===== src/rtl/issue_arbiter.sv =====
// issue_arbiter: per-cycle select logic for one issue queue bank.
// Picks at most one requesting slot by priority, breaks ties round-robin,
// and forces slots that have waited STARVE_LIMIT cycles to the front.
// The winning index is registered for the register-read stage.
module issue_arbiter #(
  parameter int N_SLOTS      = 8,
  parameter int WIDTH_IDX    = $clog2(N_SLOTS),
  parameter int WIDTH_PRY    = 2,
  parameter int WIDTH_STV    = 4,
  parameter int STARVE_LIMIT = 15
) (
  input  logic                           i_clk,
  input  logic                           i_rst_n,
  input  logic [N_SLOTS-1:0]             i_request,
  input  logic [N_SLOTS*WIDTH_PRY-1:0]   i_priority,
  input  logic                           i_fu_ready,
  input  logic                           i_flush,
  output logic [N_SLOTS-1:0]             o_grant,
  output logic [WIDTH_IDX-1:0]           o_grant_idx,
  output logic                           o_issue,
  output logic [WIDTH_IDX-1:0]           o_issue_idx,
  output logic                           o_starved
);

  localparam logic [WIDTH_STV-1:0] STV_MAX = WIDTH_STV'(STARVE_LIMIT);

  logic                                gen;
  logic [N_SLOTS-1:0][WIDTH_PRY-1:0]   pry;
  logic [WIDTH_PRY-1:0]                max_pry;
  logic [N_SLOTS-1:0]                  forced;
  logic [N_SLOTS-1:0]                  top_pry;
  logic [N_SLOTS-1:0]                  cand;
  logic [WIDTH_IDX-1:0]                rr_reg;
  logic [WIDTH_IDX-1:0]                scan_idx;
  logic [WIDTH_IDX-1:0]                win_idx;
  logic                                found;
  logic                                grant_any;
  logic                                issue_reg;
  logic [WIDTH_IDX-1:0]                issue_idx_reg;

  // A flush or a busy FU suppresses every grant in this cycle.
  assign gen = i_fu_ready & ~i_flush;

  genvar gi;
  generate
    for (gi = 0; gi < N_SLOTS; gi++) begin : g_slot
      logic [WIDTH_STV-1:0] stv_reg;

      assign pry[gi]     = i_priority[gi*WIDTH_PRY +: WIDTH_PRY];
      assign forced[gi]  = i_request[gi] & (stv_reg == STV_MAX);
      assign top_pry[gi] = i_request[gi] & (pry[gi] == max_pry);

      // Starvation counter: counts cycles lost to arbitration, held while the FU stalls.
      always_ff @(posedge i_clk or negedge i_rst_n) begin
        if (!i_rst_n) begin
          stv_reg <= '0;
        end else if (!i_request[gi] || o_grant[gi] || i_flush) begin
          stv_reg <= '0;
        end else if (i_fu_ready && (stv_reg != STV_MAX)) begin
          stv_reg <= stv_reg + 1'b1;
        end
      end
    end
  endgenerate

  // Highest priority present among the requesting slots.
  always_comb begin
    max_pry = '0;
    for (int i = 0; i < N_SLOTS; i++) begin
      if (i_request[i] && (pry[i] > max_pry)) begin
        max_pry = pry[i];
      end
    end
  end

  // Forced slots override priority entirely.
  assign cand = (|forced) ? forced : top_pry;

  // Round-robin scan starting at rr; scanning downwards lets the lowest offset win.
  always_comb begin
    found    = 1'b0;
    win_idx  = '0;
    scan_idx = '0;
    for (int k = N_SLOTS - 1; k >= 0; k--) begin
      scan_idx = rr_reg + WIDTH_IDX'(k);
      if (cand[scan_idx]) begin
        found   = 1'b1;
        win_idx = scan_idx;
      end
    end
  end

  assign grant_any   = gen & found;
  assign o_grant     = grant_any ? (N_SLOTS'(1) << win_idx) : '0;
  assign o_grant_idx = grant_any ? win_idx : '0;
  assign o_starved   = grant_any & (|forced);

  // Round-robin pointer advances past the winner; index width gives the wrap.
  always_ff @(posedge i_clk or negedge i_rst_n) begin
    if (!i_rst_n) begin
      rr_reg <= '0;
    end else if (grant_any) begin
      rr_reg <= win_idx + 1'b1;
    end
  end

  // Issue register feeding register-read; index holds when nothing issues.
  always_ff @(posedge i_clk or negedge i_rst_n) begin
    if (!i_rst_n) begin
      issue_reg     <= 1'b0;
      issue_idx_reg <= '0;
    end else begin
      issue_reg <= grant_any;
      if (grant_any) begin
        issue_idx_reg <= win_idx;
      end
    end
  end

  assign o_issue     = issue_reg;
  assign o_issue_idx = issue_idx_reg;

endmodule


===== config.mk =====
export PLATFORM = sky130hd
export DESIGN_NAME = issue_arbiter
export DESIGN_NICKNAME = d
export VERILOG_FILES = /design/src/rtl/issue_arbiter.sv
export SDC_FILE = /design/constraint.sdc
export NUM_CORES = 1
export LEC_CHECK = 0
export ABC_AREA = 1
export BUFFER_PORTS_ARGS = -buffer_cell sky130_fd_sc_hd__buf_4
export CAP_MARGIN = 10
export CORE_MARGIN = 8
export CORE_UTILIZATION = 40
export CTS_CLUSTER_SIZE = 12
export DETAILED_ROUTE_END_ITERATION = 10
export HOLD_SLACK_MARGIN = 0.1
export PLACE_DENSITY_LB_ADDON = 0.05
export SLEW_MARGIN = 20
export SYNTH_ARGS = -nofsm -noshare
export SYNTH_HDL_FRONTEND = slang
export SYNTH_SLANG_ARGS = --single-unit

===== constraint.sdc =====
create_clock -name i_clk -period 19.8 [get_ports i_clk]
set_input_delay 0 -clock i_clk [delete_from_list [all_inputs] [get_ports i_clk]]
set_output_delay 0 -clock i_clk [all_outputs]
set_load 0.05 [all_outputs]

==> results.json, run 1 <==
{
  "cp-start-kind": "input port",
  "setup_viol": 0,
  "vias_per_cell": 4.926,
  "setup_tns_ns": 0,
  "clockBufferDepth": 2,
  "synth_warnings": 0,
  "clkLatencyLatePin_ns": 0.29,
  "max_stage_delay_ns": 0.32,
  "fp-row-count": 35,
  "cp.arrival_ns": 9.16,
  "cts_made_buffers": 5,
  "hold_depth": 4,
  "drive_above_1_share_pct": 17.45,
  "wl_per_cell_um": 13.34,
  "rsz0062_at_grt": "no",
  "post_cts_resize_count": 0,
  "syn_to_final_growth_pct": 12.63,
  "r2r-start": "g_slot[2].stv_reg[0]",
  "worstPathMaxFanout": 13,
  "remaining_drc_errors": 0,
  "core_region_area_sq_mm": 0.009284,
  "max_freq_mhz": 109.2,
  "fillerInstances": 977,
  "post-route-period-util_pct": 46.25,
  "cts_sinks": 39,
  "ir_drop_mv": 0.07881,
  "grt_start_max_net_pins": 40,
  "die_w_um": 114.0,
  "finClkSkew_ns": 0.007442,
  "hold_viol_final": 0,
  "grt_pass1_vias": 3631,
  "outcome": "finished clean",
  "report.final.slew_viol_count": 0,
  "ys_types": 33,
  "dieArea_sq_mm": 0.01301,
  "leakage_nw": 2.463,
  "ys_seq_elements": 39,
  "slowest_stage": "ha_1",
  "cts-hold-fix-buffers": 1,
  "worstRegToRegCells": 29,
  "syn_area_sq_mm": 0.003845,
  "port_buffers": 43,
  "regArea_sq_um": 975.9,
  "antenna_cells": 0,
  "postPlaceCellArea_sq_mm": 0.004239,
  "nets": 671,
  "drtIter0Drc": 196,
  "antenna_found_initial": 0,
  "path_class": "in -> out",
  "hold_path.class": "in -> reg",
  "critPathLaunch": "i_priority[0]",
  "drt_wl_total_um": 9975,
  "place.gp.congestion": 0.8315,
  "num_vias": 3685,
  "start_util_pct": 41.42,
  "ys_seq_area_share_pct": 25.38,
  "critPathRequiredTime_ns": 19.80,
  "ff2ff_setup_slack_ns": 15.34,
  "cap_violations": 0,
  "multi_input_area_sq_mm": 0.002445,
  "syn_avg_cell_area_sq_um": 6.687,
  "synthCells": 575,
  "largest_register_ffs": 32,
  "slew_headroom_pct": 52.79,
  "ant_nets": 0,
  "cts_setup_buffers": 0,
  "end_kind": "output port",
  "die_y_um": 114.0,
  "p_per_area_mw_per_mm2": 149.6,
  "tightest_slew_ns": 0.7023,
  "grt_usage_pct": 16.10,
  "grt.overflow.total": 0,
  "grt_pass1_wl_um": 17150,
  "htree_levels": 2,
  "cts_tree": "yes",
  "synth_nets": 628,
  "first_pass_iters": 5,
  "fin_crit_ns": 9.158,
  "cts_root_buf": "clkbuf_8",
  "hp-start": "i_flush",
  "io_pins": 44,
  "hpwl_um": 8110,
  "final_area_sq_mm": 0.004330,
  "crit_top_cell": "nand2_1",
  "path_clk_slew_ns": 0.08
}
==> cells in the mapped netlist (all sizes together) <==
master / n / share of area (%)
nand2: 155 / 17
nand3: 104 / 15
inv: 88 / 8.6
nor2: 73 / 7.8
dfrtp: 39 / 25
ha: 25 / 8.1
a21oi: 20 / 2.8
xor2: 20 / 4.6
nand4: 12 / 2.0
o21ai: 12 / 1.7
mux2i: 7 / 1.8
clkbuf: 5 / 1.4
or2: 4 / 0.65
buf: 3 / 0.98
xnor2: 3 / 0.68
nor3: 2 / 0.39
clkinv: 1 / 0.098
nor4: 1 / 0.33
o211a: 1 / 0.26
==> area by class of cell <==
cell class	count	area share [%]
repair buffers	44	7.686
clock inverters	1	0.1156
clock buffers	7	1.762
multi-input cells	439	56.46
inverters	89	7.715
flip-flops and latches	39	22.54
well taps	129	3.727
==> through the flow <==
stage	power [mW]	cells	util (%)	hold slack [ns]	setup WS (ns)
after floorplan	0.4925	575	-	-0.2956	11.51
after global placement	0.5922	739	45.66	0.01557	10.64
after detailed placement	0.5960	739	45.66	0.01383	10.45
after CTS	0.6527	748	46.64	0.1016	10.60
after global routing	0.7270	748	46.64	0.1188	9.451
final	0.6480	748	46.64	0.1059	10.64
==> logic make-up after synthesis <==
kind of cell / count (synthesis) / share of synthesized area, %
buffers and inverters: 97 / 11.03
muxes: 7 / 1.822
and+or+nand+nor: 351 / 43.67
adders and majority gates: 25 / 8.135
xor gates and xnor gates: 23 / 5.239
DFF: 39 / 25.38
AOI/OAI and AO/OA: 33 / 4.719
==> metal layers <==
layer / track usage [%] / share of wire [%]
met1: 21.02 / 49
met2: 26.38 / 46
met3: 3.275 / 4.2
met4: 4.082 / 1.1
met5: 0 / 0
==> path summary, 6_finish.rpt <==
kind | end
hold / removal | g_slot[3].stv_reg[3]
hold reg to reg | o_issue_idx[1]
setup reg to reg | g_slot[7].stv_reg[0]
min in group asynchronous | g_slot[2].stv_reg[3]
setup / recovery | o_grant[5]
max in group asynchronous | o_issue_idx[1]
==> where the power goes <==
part	leakage (nW)	total [mW]	internal [mW]	switching (mW)
registers	0.530	0.102	0.0886	0.0130
clock network	0.0422	0.0533	0.0248	0.0285
logic	1.89	0.493	0.155	0.338
total	2.46	0.648	0.269	0.379
==> placed cells by master (no fill, tap or decap) <==
master,Yosys,final
a21oi_1,18,18
a21oi_2,2,2
buf_4,1,43
clkbuf_1,1,2
clkbuf_8,3,5
clkinv_1,1,1
clkinv_2,0,1
dfrtp_1,39,39
dlygate4sd3_1,0,1
ha_1,25,25
inv_1,82,82
inv_2,6,6
mux2i_1,7,7
nand2_1,132,132
nand2_2,19,19
nand2_4,4,4
nand3_1,91,91
nand3_2,12,12
nand3_4,1,1
nand4_1,12,12
nor2_1,65,65
nor2_2,7,7
nor2_4,1,1
nor3_1,1,1
nor3_2,1,1
nor4_2,1,1
o211a_1,1,1
o21ai_0,5,5
o21ai_1,6,6
o21ai_2,1,1
or2_2,4,4
xnor2_1,3,3
xor2_1,20,20
==> worst max-delay path, delay by kind of cell <==
family,cells,cell delay [ns]
AOI/OAI and AO/OA,6,0.70
adders and majority gates,8,2.01
buffers and inverters,10,0.98
and+or+nand+nor,53,5.45
No activity file was read; power rests on OpenSTA's default activity.
==> inputs of run 2 (changes only) <==
clock period = 8.2 ns   (was 19.8 ns; I/O delays follow)
==> run 2 against run 1 <==
Clock-buffer cell count is 1 lower. Global-route usage is 1.6 points higher. Power grew to 4.0 times the previous value. Sequential power is 150% higher. Combinational power grew to 4.5 times the previous value. Utilization is 20 points higher. Largest power group unchanged. Worst hold slack better by 0.048 ns.
==> results.json, run 2 (same netlist as run 1, synthesis figures left out) <==
{
  "first_pass_iters": 4,
  "cts_made_buffers": 5,
  "mostFrequentLayoutCells": "110 x buf_4, 72 x nand2_1, 62 x inv_1, 61 x nand2_2, 51 x nand3_1",
  "port_buffers": 43,
  "internal_power_mw": 1.226,
  "whs_ns": 0.1543,
  "dpl_worst_slack_ns": -0.7126,
  "largest_register_ffs": 32,
  "cts_sinks": 39,
  "post-route-period-util_pct": 98.91,
  "remaining_drc_errors": 0,
  "io_pins": 44,
  "grt.overflow.total": 0,
  "p_switching_mw": 1.382,
  "ant_nets": 0,
  "max_freq_mhz": 123.3,
  "critPathRequiredTime_ns": 8.20,
  "outcome": "finished clean",
  "ir_drop_mv": 0.2837,
  "worstPathMaxFanout": 6,
  "sequentialPowerShare_pct": 9.7,
  "grt_start_max_net_pins": 40,
  "finalWorstSetupSlack_ns": 0.08972,
  "die_y_um": 114.0,
  "slowest_stage": "ha_4",
  "dieArea_sq_mm": 0.01301,
  "clockBufferDepth": 2,
  "setup_viol": 0,
  "clkPwrFrac_pct": 5.1,
  "mostFrequentLayoutCell": "buf_4",
  "cts_root_buf": "clkbuf_8",
  "start_util_pct": 41.42,
  "fin_crit_ns": 8.110,
  "place.gp.congestion": 0.8560,
  "antenna_cells": 0,
  "grt_pass1_vias": 4092,
  "path_class": "in -> out",
  "antenna_found_initial": 0,
  "cp-start-kind": "input port",
  "die_w_um": 114.0,
  "grt_usage_pct": 17.74,
  "final_area_sq_mm": 0.006148,
  "swShare_pct": 53.00,
  "p_comb_share_pct": 85.2,
  "postPlaceCellArea_sq_mm": 0.004752,
  "hold_path.class": "in -> reg",
  "nets": 769,
  "htree_levels": 2,
  "end_kind": "output port",
  "syn_to_final_growth_pct": 59.91,
  "grt_pass1_wl_um": 19060,
  "setup_tns_ns": 0,
  "wl_per_cell_um": 14.58,
  "rsz0062_at_grt": "yes",
  "drtIter0Drc": 156,
  "crit_top_cell": "nand2_2",
  "cts_tree": "yes",
  "p_per_area_mw_per_mm2": 424.1,
  "fp-row-count": 35,
  "slew_headroom_pct": 33.50,
  "totalPowerFinal_mw": 2.608,
  "hold_viol_final": 0,
  "num_vias": 4238,
  "vias_per_cell": 5.015,
  "path_clk_slew_ns": 0.08,
  "leakage_nw": 3.105,
  "report.final.slew_viol_count": 0,
  "hpwl_um": 8484,
  "finClkSkew_ns": 0.003310,
  "max_stage_delay_ns": 0.30,
  "cap_violations": 0,
  "core_region_area_sq_mm": 0.009284,
  "fillerInstances": 797,
  "drive_above_1_share_pct": 51.68,
  "drt_wl_total_um": 12320,
  "tightest_slew_ns": 0.9893,
  "clkLatencyLatePin_ns": 0.29,
  "cp.arrival_ns": 8.11
}
run 2: critical path: cells and delay by family:
family                     cells  cell delay [ns]
buffers and inverters         16             1.48
and+or+nand+nor               50             4.47
AOI/OAI and AO/OA              4             0.29
adders and majority gates      8             1.81
run 2: power by group through the flow:
stage	Clock (mW)	Sequential, mW	Combinational, mW
2_1_floorplan	0	0.256	0.935
3_3_place_gp	0	0.249	1.47
3_5_place_dp	0	0.250	1.48
4_1_cts	0.138	0.247	1.65
5_1_grt	0.145	0.255	2.39
6_report	0.134	0.252	2.22
run 2: repair_timing:
item	4_1_cts	5_1_grt
setup endpoints to repair	46	51
gates resized for setup	63	205
endpoints found under the hold margin	40	0
buffers inserted	16	12
pin swaps	28	72
cloned	2	0
hold buffers	2	0
run 2: worst paths after layout:
check | start | end | slack [ns] | depth (start not counted)
setup / recovery | i_priority[1] | o_grant[7] | 0.09 | 78
hold / removal | i_request[3] | g_slot[3].stv_reg[2] | 0.15 | 5
hold reg to reg | o_issue_idx[1] | o_issue_idx[1] | 0.50 | 2
min in group asynchronous | i_rst_n | g_slot[1].stv_reg[1] | 0.22 | 2
setup reg to reg | g_slot[2].stv_reg[0] | g_slot[3].stv_reg[1] | 3.75 | 31
max in group asynchronous | i_rst_n | rr_reg[2] | 7.61 | 2
run 2: stage by stage:
stage / util, % / instances
after floorplan: - / 575
after global placement: 51.19 / 807
after detailed placement: 51.19 / 807
after CTS: 56.32 / 834
after global routing: 66.23 / 845
final: 66.23 / 845
run 2: layer usage:
layer  wire length, um  GRT usage (%)  vias up
li1                  -              -     2133
met1              5287          21.13     2007
met2              6392          32.02       74
met3               382          2.377       24
met4               255          5.679        0
met5                 0              0        -
run 2: cell type report:
type | instances | area [sq um] | area share (%)
clock inverters | 1 | 5.005 | 0.08140
flip-flops and latches | 39 | 975.9 | 15.87
well taps | 129 | 161.4 | 2.625
multi-input cells | 440 | 3348 | 54.46
inverters | 89 | 364.1 | 5.922
clock buffers | 6 | 82.58 | 1.343
repair buffers | 141 | 1211 | 19.70
